==> src/rtl/hazard_pkg.sv <==
// hazard_pkg: shared types and constants for the load hazard / stall unit.
//   hz_state_t : controller state (RUN, LOAD_STALL, FREEZE)
//   sb_entry_t : one scoreboard slot {valid, rd}
//   REG_ZERO   : register index that never carries a real dependency
// Scoreboard rd fields are SB_RD_W bits wide; register indices of up to
// SB_RD_W bits are zero-extended into them.
package hazard_pkg;

  localparam int SB_RD_W = 8;

  typedef enum logic [1:0] {
    RUN        = 2'd0,
    LOAD_STALL = 2'd1,
    FREEZE     = 2'd2
  } hz_state_t;

  typedef struct packed {
    logic               valid;
    logic [SB_RD_W-1:0] rd;
  } sb_entry_t;

  localparam logic [SB_RD_W-1:0] REG_ZERO = 8'd0;

endpackage

==> src/rtl/load_scoreboard.sv <==
// load_scoreboard: age-ordered shift register of in-flight load destinations
// plus the match logic against the source registers of the ID instruction.
// Ports:
//   clk, rst          clock, synchronous active-high reset (clears all slots)
//   shift_en          advance one slot (low while the pipeline is frozen)
//   push, push_rd     slot 0 receives {1, push_rd} on a shift when push=1
//   rs, rt            source registers of the ID instruction
//   use_rs, use_rt    ID instruction actually reads rs / rt
//   hit               some valid, non-zero entry matches a used source
import hazard_pkg::*;

module load_scoreboard #(
  parameter int LOAD_LATENCY = 1,
  parameter int REG_W        = 5
) (
  input  logic             clk,
  input  logic             rst,
  input  logic             shift_en,
  input  logic             push,
  input  logic [REG_W-1:0] push_rd,
  input  logic [REG_W-1:0] rs,
  input  logic [REG_W-1:0] rt,
  input  logic             use_rs,
  input  logic             use_rt,
  output logic             hit
);

  sb_entry_t                 sb_r    [LOAD_LATENCY];
  logic [LOAD_LATENCY-1:0]   match_s;
  logic [SB_RD_W-1:0]        rs_ext_s;
  logic [SB_RD_W-1:0]        rt_ext_s;
  logic [SB_RD_W-1:0]        push_ext_s;

  assign rs_ext_s   = SB_RD_W'(rs);
  assign rt_ext_s   = SB_RD_W'(rt);
  assign push_ext_s = SB_RD_W'(push_rd);

  // Shift register: slot 0 takes the issuing load (or a bubble), oldest slot falls off.
  always_ff @(posedge clk) begin
    if (rst) begin
      for (int i = 0; i < LOAD_LATENCY; i++) begin
        sb_r[i] <= '{valid: 1'b0, rd: REG_ZERO};
      end
    end else if (shift_en) begin
      if (push) begin
        sb_r[0] <= '{valid: 1'b1, rd: push_ext_s};
      end else begin
        sb_r[0] <= '{valid: 1'b0, rd: REG_ZERO};
      end
      for (int i = 1; i < LOAD_LATENCY; i++) begin
        sb_r[i] <= sb_r[i-1];
      end
    end
  end

  // Per-slot match; a destination of register zero never creates a dependency.
  always_comb begin
    match_s = '0;
    for (int i = 0; i < LOAD_LATENCY; i++) begin
      match_s[i] = sb_r[i].valid && (sb_r[i].rd != REG_ZERO) &&
                   ((use_rs && (sb_r[i].rd == rs_ext_s)) ||
                    (use_rt && (sb_r[i].rd == rt_ext_s)));
    end
  end

  assign hit = |match_s;

endmodule

==> src/rtl/load_hazard_stall_unit.sv <==
// load_hazard_stall_unit: stall / flush / freeze controller for the 5-stage
// pipeline. Resolves load-use hazards (stall PC and IF/ID, bubble ID/EX),
// taken branches resolved in ID (flush IF/ID) and data-memory wait (freeze).
// Outputs respond combinationally in the same cycle; state_o is debug only.
// Ports:
//   clk, rst                      clock, synchronous active-high reset
//   if_id_rs/rt, if_id_use_rs/rt  sources of the ID instruction
//   id_is_load, id_load_rd        ID instruction is a load, and its target
//   branch_taken                  branch in ID resolved taken
//   mem_stall                     data memory busy, freeze everything
//   pc_write, if_id_write         PC / IF/ID enables
//   id_ex_write, id_ex_flush      ID/EX enable / bubble insert
//   if_id_flush                   clear IF/ID
//   state_o                       current controller state
// Optional build macro HAZARD_PERF_CNT_EN adds saturating stall_cnt,
// flush_cnt and freeze_cnt outputs (cleared by rst).
import hazard_pkg::*;

module load_hazard_stall_unit #(
  parameter int LOAD_LATENCY = 1,
  parameter int REG_W        = 5
) (
  input  logic             clk,
  input  logic             rst,
  input  logic [REG_W-1:0] if_id_rs,
  input  logic [REG_W-1:0] if_id_rt,
  input  logic             if_id_use_rs,
  input  logic             if_id_use_rt,
  input  logic             id_is_load,
  input  logic [REG_W-1:0] id_load_rd,
  input  logic             branch_taken,
  input  logic             mem_stall,
  output logic             pc_write,
  output logic             if_id_write,
  output logic             id_ex_write,
  output logic             id_ex_flush,
  output logic             if_id_flush,
  output logic [1:0]       state_o
`ifdef HAZARD_PERF_CNT_EN
  ,
  output logic [31:0]      stall_cnt,
  output logic [31:0]      flush_cnt,
  output logic [31:0]      freeze_cnt
`endif
);

  hz_state_t state_r;
  logic      hit_s;
  logic      push_s;
  logic      shift_en_s;

  // The ID instruction issues only when it is neither stalled nor frozen.
  assign shift_en_s = !mem_stall;
  assign push_s     = id_is_load && !hit_s && !mem_stall && !rst;

  load_scoreboard #(
    .LOAD_LATENCY (LOAD_LATENCY),
    .REG_W        (REG_W)
  ) u_scoreboard (
    .clk      (clk),
    .rst      (rst),
    .shift_en (shift_en_s),
    .push     (push_s),
    .push_rd  (id_load_rd),
    .rs       (if_id_rs),
    .rt       (if_id_rt),
    .use_rs   (if_id_use_rs),
    .use_rt   (if_id_use_rt),
    .hit      (hit_s)
  );

  // Controller state tracking which condition currently owns the pipeline.
  always_ff @(posedge clk) begin
    if (rst) begin
      state_r <= RUN;
    end else begin
      case (state_r)
        RUN: begin
          if (mem_stall)  state_r <= FREEZE;
          else if (hit_s) state_r <= LOAD_STALL;
          else            state_r <= RUN;
        end
        LOAD_STALL: begin
          if (mem_stall)   state_r <= FREEZE;
          else if (!hit_s) state_r <= RUN;
          else             state_r <= LOAD_STALL;
        end
        FREEZE: begin
          if (mem_stall)  state_r <= FREEZE;
          else if (hit_s) state_r <= LOAD_STALL;
          else            state_r <= RUN;
        end
        default: state_r <= RUN;
      endcase
    end
  end

  assign state_o = state_r;

  // Same-cycle pipeline control; priority reset > freeze > stall > branch.
  always_comb begin
    pc_write    = 1'b1;
    if_id_write = 1'b1;
    id_ex_write = 1'b1;
    id_ex_flush = 1'b0;
    if_id_flush = 1'b0;
    if (rst) begin
      // Drain: hold fetch, bubble ID/EX, clear IF/ID.
      pc_write    = 1'b0;
      if_id_write = 1'b0;
      id_ex_flush = 1'b1;
      if_id_flush = 1'b1;
    end else if (mem_stall) begin
      pc_write    = 1'b0;
      if_id_write = 1'b0;
      id_ex_write = 1'b0;
    end else if (hit_s) begin
      // Stall wins over a branch: ID holds and the branch re-resolves next cycle.
      pc_write    = 1'b0;
      if_id_write = 1'b0;
      id_ex_flush = 1'b1;
    end else begin
      if_id_flush = branch_taken;
    end
  end

`ifdef HAZARD_PERF_CNT_EN
  logic stall_ev_s;
  logic flush_ev_s;
  logic freeze_ev_s;

  assign freeze_ev_s = !rst && mem_stall;
  assign stall_ev_s  = !rst && !mem_stall && hit_s;
  assign flush_ev_s  = !rst && !mem_stall && !hit_s && branch_taken;

  // Saturating event counters.
  always_ff @(posedge clk) begin
    if (rst) begin
      stall_cnt  <= 32'd0;
      flush_cnt  <= 32'd0;
      freeze_cnt <= 32'd0;
    end else begin
      if (stall_ev_s && (stall_cnt != 32'hFFFF_FFFF))   stall_cnt  <= stall_cnt + 32'd1;
      if (flush_ev_s && (flush_cnt != 32'hFFFF_FFFF))   flush_cnt  <= flush_cnt + 32'd1;
      if (freeze_ev_s && (freeze_cnt != 32'hFFFF_FFFF)) freeze_cnt <= freeze_cnt + 32'd1;
    end
  end
`endif

endmodule

==> config.mk <==
export PLATFORM = sky130hd
export DESIGN_NAME = load_hazard_stall_unit
export DESIGN_NICKNAME = d
export VERILOG_FILES = /design/src/rtl/hazard_pkg.sv /design/src/rtl/load_scoreboard.sv /design/src/rtl/load_hazard_stall_unit.sv
export SDC_FILE = /design/constraint.sdc
export NUM_CORES = 1
export LEC_CHECK = 0
export ABC_AREA = 1
export CAP_MARGIN = 20
export CORE_MARGIN = 5
export CORE_UTILIZATION = 41
export CTS_CLUSTER_SIZE = 12
export DETAILED_ROUTE_END_ITERATION = 8
export HOLD_SLACK_MARGIN = 0.06
export PLACE_DENSITY = 0.9
export SLEW_MARGIN = 20
export SYNTH_ARGS = -nofsm -noshare
export SYNTH_HDL_FRONTEND = slang
export SYNTH_SLANG_ARGS = --single-unit
export TNS_END_PERCENT = 10
==> constraint.sdc <==
create_clock -name clk -period 3.9 [get_ports clk]
set_input_delay 0.78 -clock clk [delete_from_list [all_inputs] [get_ports clk]]
set_output_delay 0.78 -clock clk [all_outputs]
set_load 0.1 [all_outputs]
* Word-level counts from Yosys, hierarchy flattened
Memories as Yosys holds them, arrays and structs flattened.
Index checks and enable logic that the tools add are counted.
** Cells by class
- $add $sub $neg :: 0
- Multiply operators :: 0
- Divide/modulo/power cells :: 0
- Order comparisons :: 0
- Equality and inequality tests :: 4
- Shift-type cells :: 0
- Multiplexer cells :: 27
- Bitwise logic cells :: 1
- Reductions and logical operators :: 18
** Operators by type and width (count)
- 2-to-1 mux 1 bit :: 24
- == test 8 x 5 -> 1 bit :: 2
- 2-to-1 mux 6 bit :: 2
- OR reduction 6 bit :: 2
- nonzero test 8 bit :: 1
- logical AND 1 bit :: 7
- OR reduction 3 bit :: 2
- logical NOT 1 bit :: 3
- == test 2 x 1 -> 1 bit, second input constant :: 1
- == test 2 bit, second input constant :: 1
- logical NOT 2 bit :: 1
- 2-to-1 mux 2 bit :: 1
- OR reduction 2 bit :: 1
- logical OR 1 bit :: 1
- NOT 1 bit :: 1
** Storage, ports and cells
- Register bits after elaboration :: 2
- Bits in latches :: 0
- Memory bits (writable) :: 6
- ROM bits :: 0
- Input bits :: 22
- Output and inout bits :: 7
- Logic and storage cells :: 53
- Memories kept :: 1
** Memory list
- u_scoreboard.sb_r :: words 1, bits a word 6, read ports 1, clocked after memory_dff 0, wr ports 1, RTL line load_scoreboard.sv:28 : sb_entry_t sb_r [LOAD_LATENCY];

* Depth between registers and ports, before layout
An unclocked memory read counts as a cell.
- Depth after elaboration :: 16
- Gate-level depth with buffers :: 10
- Mapped depth without buffers :: 9

* Cells and area by module
From an unflattened synthesis, not the netlist that was laid out.
** Unflattened totals
- Cells, all modules :: 94
- Area, all modules :: 561.8 µm²
** By module, submodules not included
- load_scoreboard :: times used 1, cells each 75, area an instance 451.7 µm², sequential area each 180.2 µm²
- load_hazard_stall_unit :: times used 1, cells each 19, area an instance 110.1 µm², sequential area each 40.0 µm²

* Worst setup path before layout
No wires, ideal clock.
- Path type :: input port to output port
- Start :: input if_id_rs[0]
- End :: output pc_write
- Arrival :: 3.018 ns
- Data required time :: 3.120 ns
- Setup slack :: 0.102 ns
- Cell stages on the path :: 10
- Path buffers :: 1
- Path through :: inv_1 nand2_1 nand2_1 nor2_1 nand3_1 nand2_1 nand2_2 nand2_1 nor2_1 buf_4
** On the way
- Cells in the longest elaborated chain, start to end :: 7
** Ends and longest elaborated chain
- start, declared :: RTL line load_hazard_stall_unit.sv:25 : input logic [REG_W-1:0] if_id_rs,
- == test 8 x 5 -> 1 bit :: RTL line load_scoreboard.sv:61 : ((use_rs && (sb_r[i].rd == rs_ext_s)) ||
- logical AND 1 bit :: RTL line load_scoreboard.sv:61
- logical OR 1 bit :: RTL line load_scoreboard.sv:61
- logical AND 1 bit :: RTL line load_scoreboard.sv:60 : match_s[i] = sb_r[i].valid && (sb_r[i].rd != REG_ZERO) &&
- 2-to-1 mux 1 bit (3 in series)
- end, declared :: RTL line load_hazard_stall_unit.sv:33 : output logic pc_write,
Every way passes these cells.

* Worst setup path after layout
- Start :: input if_id_rs[3]
- End :: output pc_write
** On the way
- Cells in the longest elaborated chain, start to end :: 7
** Ends and longest elaborated chain
- == test 8 x 5 -> 1 bit :: RTL line load_scoreboard.sv:61
- logical AND 1 bit :: RTL line load_scoreboard.sv:61
- logical OR 1 bit :: RTL line load_scoreboard.sv:61
- logical AND 1 bit :: RTL line load_scoreboard.sv:60
- 2-to-1 mux 1 bit :: RTL line load_hazard_stall_unit.sv:117 : end else if (hit_s) begin
- 2-to-1 mux 1 bit :: RTL line load_hazard_stall_unit.sv:113 : end else if (mem_stall) begin
- 2-to-1 mux 1 bit :: RTL line load_hazard_stall_unit.sv:107 : if (rst) begin
Every way passes these cells.

==> impl_metrics.json <==
{
  "yosysMostFrequentCell": "sky130_fd_sc_hd__nand2_1",
  "synth_warnings": 0,
  "hold_viol": 0,
  "ir_drop_mv": 0.246,
  "synth_top_cells_by_count": "sky130_fd_sc_hd__nand2_1 (35), sky130_fd_sc_hd__inv_1 (23), sky130_fd_sc_hd__nor2_1 (17), sky130_fd_sc_hd__edfxtp_1 (6), sky130_fd_sc_hd__nand3_1 (5)",
  "crit_slowest_cell": "sky130_fd_sc_hd__clkdlybuf4s50_1",
  "numClockSinks": 8,
  "design.die.area_um2": 2230,
  "worst-slew-pin-transition_ns": 0.968,
  "worst-path-max-fanout": 3,
  "max_freq_mhz": 340,
  "via_per_inst": 4.61,
  "cts_htree_levels": 1,
  "antenna_found_initial": 0,
  "clockRootBuffer": "sky130_fd_sc_hd__clkbuf_4",
  "place.gp.congestion": 0.741,
  "max_slew_violation_count": 0,
  "antenna_left": 0,
  "cells_along_the_critical_path": "clkdlybuf4s50_1, nand2_1, nand2_1, nor2_1, nand3_1, nand2_1, nand2_2, nand2_1, nor2_1, buf_4",
  "average_routed_wire_per_standard_cell_um": 9.06,
  "number_of_enable_type_register_cells_in_the_synthesized_netlist": 6,
  "power_consumption_mw": 0.248,
  "placementRows": 13,
  "io_pins": 29,
  "maximum_number_of_pins_on_one_net_before_global_route_repair": 8,
  "synthToLayoutAreaGrowth_pct": 53.9,
  "timing.critical_path.arrival_ns": 2.16,
  "synthTopCellsByArea": "sky130_fd_sc_hd__edfxtp_1 (32%), sky130_fd_sc_hd__nand2_1 (23%), sky130_fd_sc_hd__inv_1 (15%)",
  "syn_nets": 114,
  "shortest_period_the_worst_path_allows_ns": 2.94,
  "cts-resized-gates": 0,
  "worst_path_dominant_cell_family": "buffers and inverters",
  "core_area_um2": 1300,
  "max_cap_violations": 0,
  "initial_utilization": 0.436,
  "required_time_of_the_critical_path_ns": 3.12,
  "clk_path_buf_depth": 2,
  "netlist.area_leader.share": 0.318,
  "cellPowerDensity_nw_per_um2": 284,
  "setup_repair_after_global_routing_missed_its_margin": "false",
  "postcts_setup_bufs": 0,
  "synth_async_sr_flop_share": 0,
  "final.period_utilization": 0.755,
  "status": "finished, final reports clean",
  "report.final.setup_viol": 0,
  "drt_iter0_drc": 3,
  "finalSetupTns_ns": 0,
  "slew_headroom": 0.353,
  "first_global_vias": 533,
  "end_kind": "output pin",
  "clk_pin_slew_ns": 0.05,
  "finClkSkew_ns": 0.00167,
  "route.detailed.drc": 0,
  "fp.dieW_um": 47.2,
  "worst_skew_pair.late_latency_ns": 0.25,
  "synth.lib_cells_used.distinct": 10,
  "layout-drive-gt1-share": 0.0813,
  "crit_path_frequent_cell": "sky130_fd_sc_hd__nand2_1",
  "post-synth-top-area-cell": "sky130_fd_sc_hd__edfxtp_1",
  "netlist_instances": 92,
  "per_instance_average_area_after_synthesis_um2": 6.16,
  "die-height_um": 47.2,
  "critical_path_startpoint_category": "input pin",
  "dp_hpwl_um": 1090,
  "synth.ff_latch_count": 8,
  "num_vias": 636,
  "power.leakage_nw": 0.478,
  "post_synthesis_cell_area_um2": 567,
  "cp_bufs_invs": 2,
  "sequential_cell_area_fraction_in_the_yosys_report": 0.389,
  "grt_first_pass_wirelength_um": 1820,
  "grt_overflow": 0,
  "groute.usage.overall": 0.117,
  "routed_wl_um": 1250,
  "buffer_ports.inserted": 28,
  "drtPass1Iterations": 4,
  "leading_register_cell_type_out_of_synthesis": "sky130_fd_sc_hd__edfxtp_1",
  "slowest_stage_delay_on_critical_path_ns": 0.48,
  "ctsHoldBuffers": 0,
  "worstSetupPathType": "in2out",
  "number_of_buffers_created_by_cts": 3,
  "final_nets": 146,
  "insertedDiodeCount": 0,
  "worstHoldPathType": "reg2reg",
  "cts_tree": "built"
}
==> power by group <==
group	internal (mW)	total, mW	switching [mW]
Clock	0.0391	0.0670	0.0279
Combinational	0.0324	0.0812	0.0488
Sequential	0.0963	0.0998	0.00346
==> worst reg2reg max path: stages, from the launching register on <==
cell and delay (ns):
sky130_fd_sc_hd__edfxtp_1 0.44, sky130_fd_sc_hd__nor2_1 0.16, sky130_fd_sc_hd__nand3_1 0.09, sky130_fd_sc_hd__o21ai_1 0.13
sky130_fd_sc_hd__inv_1 0.07, sky130_fd_sc_hd__nand2_2 0.10, sky130_fd_sc_hd__nand4_4 0.11, sky130_fd_sc_hd__nor2_1 0.12
==> stage by stage <==
stage / std cells / hold WS (ns) / setup WS (ns) / cell area, um^2 / utilization
final: 138 / 0.525 / 0.956 / 872 / 0.670
after global routing: 138 / 0.579 / 0.823 / 872 / 0.670
after CTS: 138 / 0.533 / 0.949 / 872 / 0.670
after detailed placement: 134 / 0.526 / 0.949 / 846 / 0.650
after global placement: 134 / 0.499 / 0.975 / 846 / 0.650
after floorplan: 92 / 0.612 / 0.102 / 567 / -
==> sequential cells by signal, summed over array words and instances (netlist names) <==
signal / cells
state_o: 2
u_scoreboard.sb_r: 6
==> cells by family (layout without fill, tap and decap cells) <==
group | Yosys count | in the layout | synth area share
simple gates | 59 | 59 | 0.437
compound gates | 1 | 1 | 0.00882
buf+inv | 24 | 55 | 0.166
flops | 8 | 8 | 0.389
==> worst paths after layout <==
check / cells after the start / slack [ns] / start / endpoint
hold reg to reg: 3 / 0.52 / state_o[1]$_SDFF_PP0_ / state_o[1]$_SDFF_PP0_
setup / recovery: 10 / 0.96 / if_id_rs[3] / pc_write
setup reg to reg: 7 / 2.54 / u_scoreboard.sb_r[0][0]$_SDFFCE_PP0P_ / u_scoreboard.sb_r[0][4]$_SDFFCE_PP0P_
hold / removal: 3 / 0.52 / state_o[1]$_SDFF_PP0_ / state_o[1]$_SDFF_PP0_
==> layout by cell type, fill, tap and decap left out <==
master	count
sky130_fd_sc_hd__edfxtp_1	6
sky130_fd_sc_hd__clkbuf_4	3
sky130_fd_sc_hd__clkbuf_1	1
sky130_fd_sc_hd__nor2_1	17
sky130_fd_sc_hd__nand2_1	35
sky130_fd_sc_hd__buf_4	5
sky130_fd_sc_hd__nand4_4	1
sky130_fd_sc_hd__nand3_1	5
sky130_fd_sc_hd__inv_1	23
sky130_fd_sc_hd__o21ai_1	1
sky130_fd_sc_hd__dfxtp_1	2
sky130_fd_sc_hd__nand2_2	1
sky130_fd_sc_hd__clkdlybuf4s50_1	23
==> metal layers <==
layer / global-route usage / routed length, um / part of all wire
met3: 0.0115 / 98 / 0.078
met5: 0 / 0 / 0
met1: 0.104 / 441 / 0.35
met4: 0.0829 / 27 / 0.022
met2: 0.236 / 683 / 0.55
==> layout make-up <==
| class | instances | area (um^2) |
|---|---|---|
| clock buffer | 4 | 26.3 |
| tap | 15 | 18.8 |
| fill | 124 | 429 |
| timing repair buffer | 28 | 268 |
| inverter | 23 | 86.3 |
| multi-input combinational | 60 | 253 |
| sequential | 8 | 220 |
(Power assumes the default switching activity.)
==> patch (config.mk and constraints unchanged) <==
Set the package constant `REG_ZERO` to 8'd1 (it was 8'd0).
--- a/src/rtl/hazard_pkg.sv
+++ b/src/rtl/hazard_pkg.sv
@@ -20,5 +20,5 @@
   } sb_entry_t;
 
-  localparam logic [SB_RD_W-1:0] REG_ZERO = 8'd0;
+  localparam logic [SB_RD_W-1:0] REG_ZERO = 8'd1;
 
 endpackage
Behaviour: not the same (Yosys sat finds a counterexample within 4 cycles, from zero or initial values).
==> patch against the unedited design <==
Area after synthesis rose by 3.8%. Die area rose by 2.9%. Worst setup slack got worse by 0.12 ns. Total power fell by 2.0%. Wire length rose by 14%. Sequential cell count did not move. Fmax fell by 4.0%. Final area rose by 2.0%. Critical path depth did not move. Critical path type unchanged. Largest power group unchanged.
==> patch: results (changes against the unedited design) <==
* Status: complete, no violations (unchanged)
* Pre-antenna DRT Iters at 4 (unchanged)
* CTS root buf: clkbuf_4 (unchanged)
* Max Clock Skew at 0.00171 ns (was 0.00167 ns)
* Post-cts resize count at 0 (unchanged)
* Max reg flops at 6 (unchanged)
* Post-synth top cells: nand2_1, inv_1, nor2_1 (unchanged)
* GPL Wtd Cong at 0.829 (was 0.741)
* Fraction of layout cells with a size suffix above 1 at 14.0% (was 8.13%)
* M1 WL at 534 µm (was 441 µm)
* VDD IR-drop max at 0.217 mV (was 0.246 mV)
* Hpwl dp at 1220 µm (was 1090 µm)
* Clk Latency, worst-skew pair at 0.25 ns (about the same)
* DP Area at 867 µm² (was 846 µm²)
* Library cells used by synthesis at 13 (was 10)
* Via count at 630 (was 636)
* Syn_nets at 113 (was 114)
* CTS max path bufs at 2 (unchanged)
* Lkg Pwr at 0.466 nW (was 0.478 nW)
* YS warnings at 0 (unchanged)
* CP delay by family, top: buffers and inverters (unchanged)
* # port buffers at 28 (unchanged)
* H-tree depth at 1 (unchanged)
* Detailed Route Iter0 Violations at 17 (was 3)
* Setup bufs post-CTS at 0 (unchanged)
* Diode count at 0 (unchanged)
* First-pass GRT wire length at 2360 µm (was 1820 µm)
* Critical path's largest stage delay at 0.48 ns (about the same)
* Num CTS Buffers at 3 (unchanged)
* Nets at 145 (was 146)
* Fillers at 115 (was 124)
* Initial antenna violation count at 0 (unchanged)
* Clock slew at reported path FFs at 0.05 ns (about the same)
* Worst Tran Pin Value at 0.973 ns (was 0.968 ns)
* Max layer used: met4 (unchanged)
* Post-synth EDFFs at 6 (unchanged)
* Number of global-route vias before repair at 608 (was 533)
* Sequential element share of the synthesized area at 37.4% (was 38.9%)
* Final Hold Violating Endpoints at 0 (unchanged)
* Hold WC Path Type: reg2reg (unchanged)
* Tot GR Track Use at 14.8% (was 11.7%)
* Synth top area cells: edfxtp_1, nand2_1, inv_1 (unchanged)
* Drt wl/cell at 10.4 µm (was 9.06 µm)
* Main synth FF type: edfxtp_1 (unchanged)
* Metal2 WL at 781 µm (was 683 µm)
* WP data arrival at 2.29 ns (was 2.16 ns)
* Routed met3 length at 90 µm (was 98 µm)
* Slowest-stage cell, CP: clkdlybuf4s50_1 (unchanged)
* Biggest register: u_scoreboard.sb_r (unchanged)
* Async S/R FF share, synth at 0% (unchanged)
* Critical-path maximum fanout at 3 (unchanged)
* Pin count of the biggest net entering global routing at 8 (unchanged)
[patch: stage by stage]
stage	power (W)	hold WS [ns]	setup WS (ns)	cells
4_1_cts	0.000245	0.530	0.832	136
2_1_floorplan	0.000152	0.664	0.556	91
5_1_grt	0.000257	0.547	0.715	136
3_5_place_dp	0.000185	0.523	0.836	133
3_3_place_gp	0.000183	0.506	0.926	133
6_report	0.000243	0.531	0.833	136
[patch: cell type report]
cell class              count  area, µm²  share of cell area, %
flip-flops and latches      8        220                   24.8
repair buffers             28        268                   30.1
multi-input cells          59        274                   30.8
well taps                  15       18.8                   2.11
clock buffers               3       22.5                   2.53
inverters                  23       86.3                   9.70
[patch: cells by family (layout without fill, tap and decap cells)]
logic type      Yosys count  count (layout)  synth area share, %
buf+inv                  24              54                 16.0
flops                     8               8                 37.4
compound gates            2               2                 2.77
simple gates             57              57                 43.8
[patch: report_power, final]
part	switching (W)	internal, W	leakage (nW)
Sequential	0.00000307	0.0000962	0.0796
Clock	0.0000247	0.0000350	0.0138
Combinational	0.0000514	0.0000328	0.373
Total	0.0000791	0.000164	0.466
[patch: worst register-to-register path, cell delays in order, from the launching register on]
cell      delay, ns
edfxtp_1       0.42
inv_1          0.13
nand4_1        0.09
o21a_1         0.22
a21oi_2        0.19
nand4_1        0.10
[patch: path summary, 6_finish.rpt]
path                                 from                      end  slack [ns]  depth (start not counted)
hold / removal                 state_o[1]               state_o[1]        0.53                          3
hold reg to reg                state_o[1]               state_o[1]        0.53                          3
setup / recovery              if_id_rs[3]                 pc_write        0.83                         10
setup reg to reg  u_scoreboard.sb_r[0][2]  u_scoreboard.sb_r[0][0]        2.47                          5
[patch: per-layer routing]
metal  up-vias  global-route usage [%]
li1        328                       -
met1       277                    14.9
met2        23                    27.2
met3         2                    3.01
met4         0                    9.14
met5         -                       0
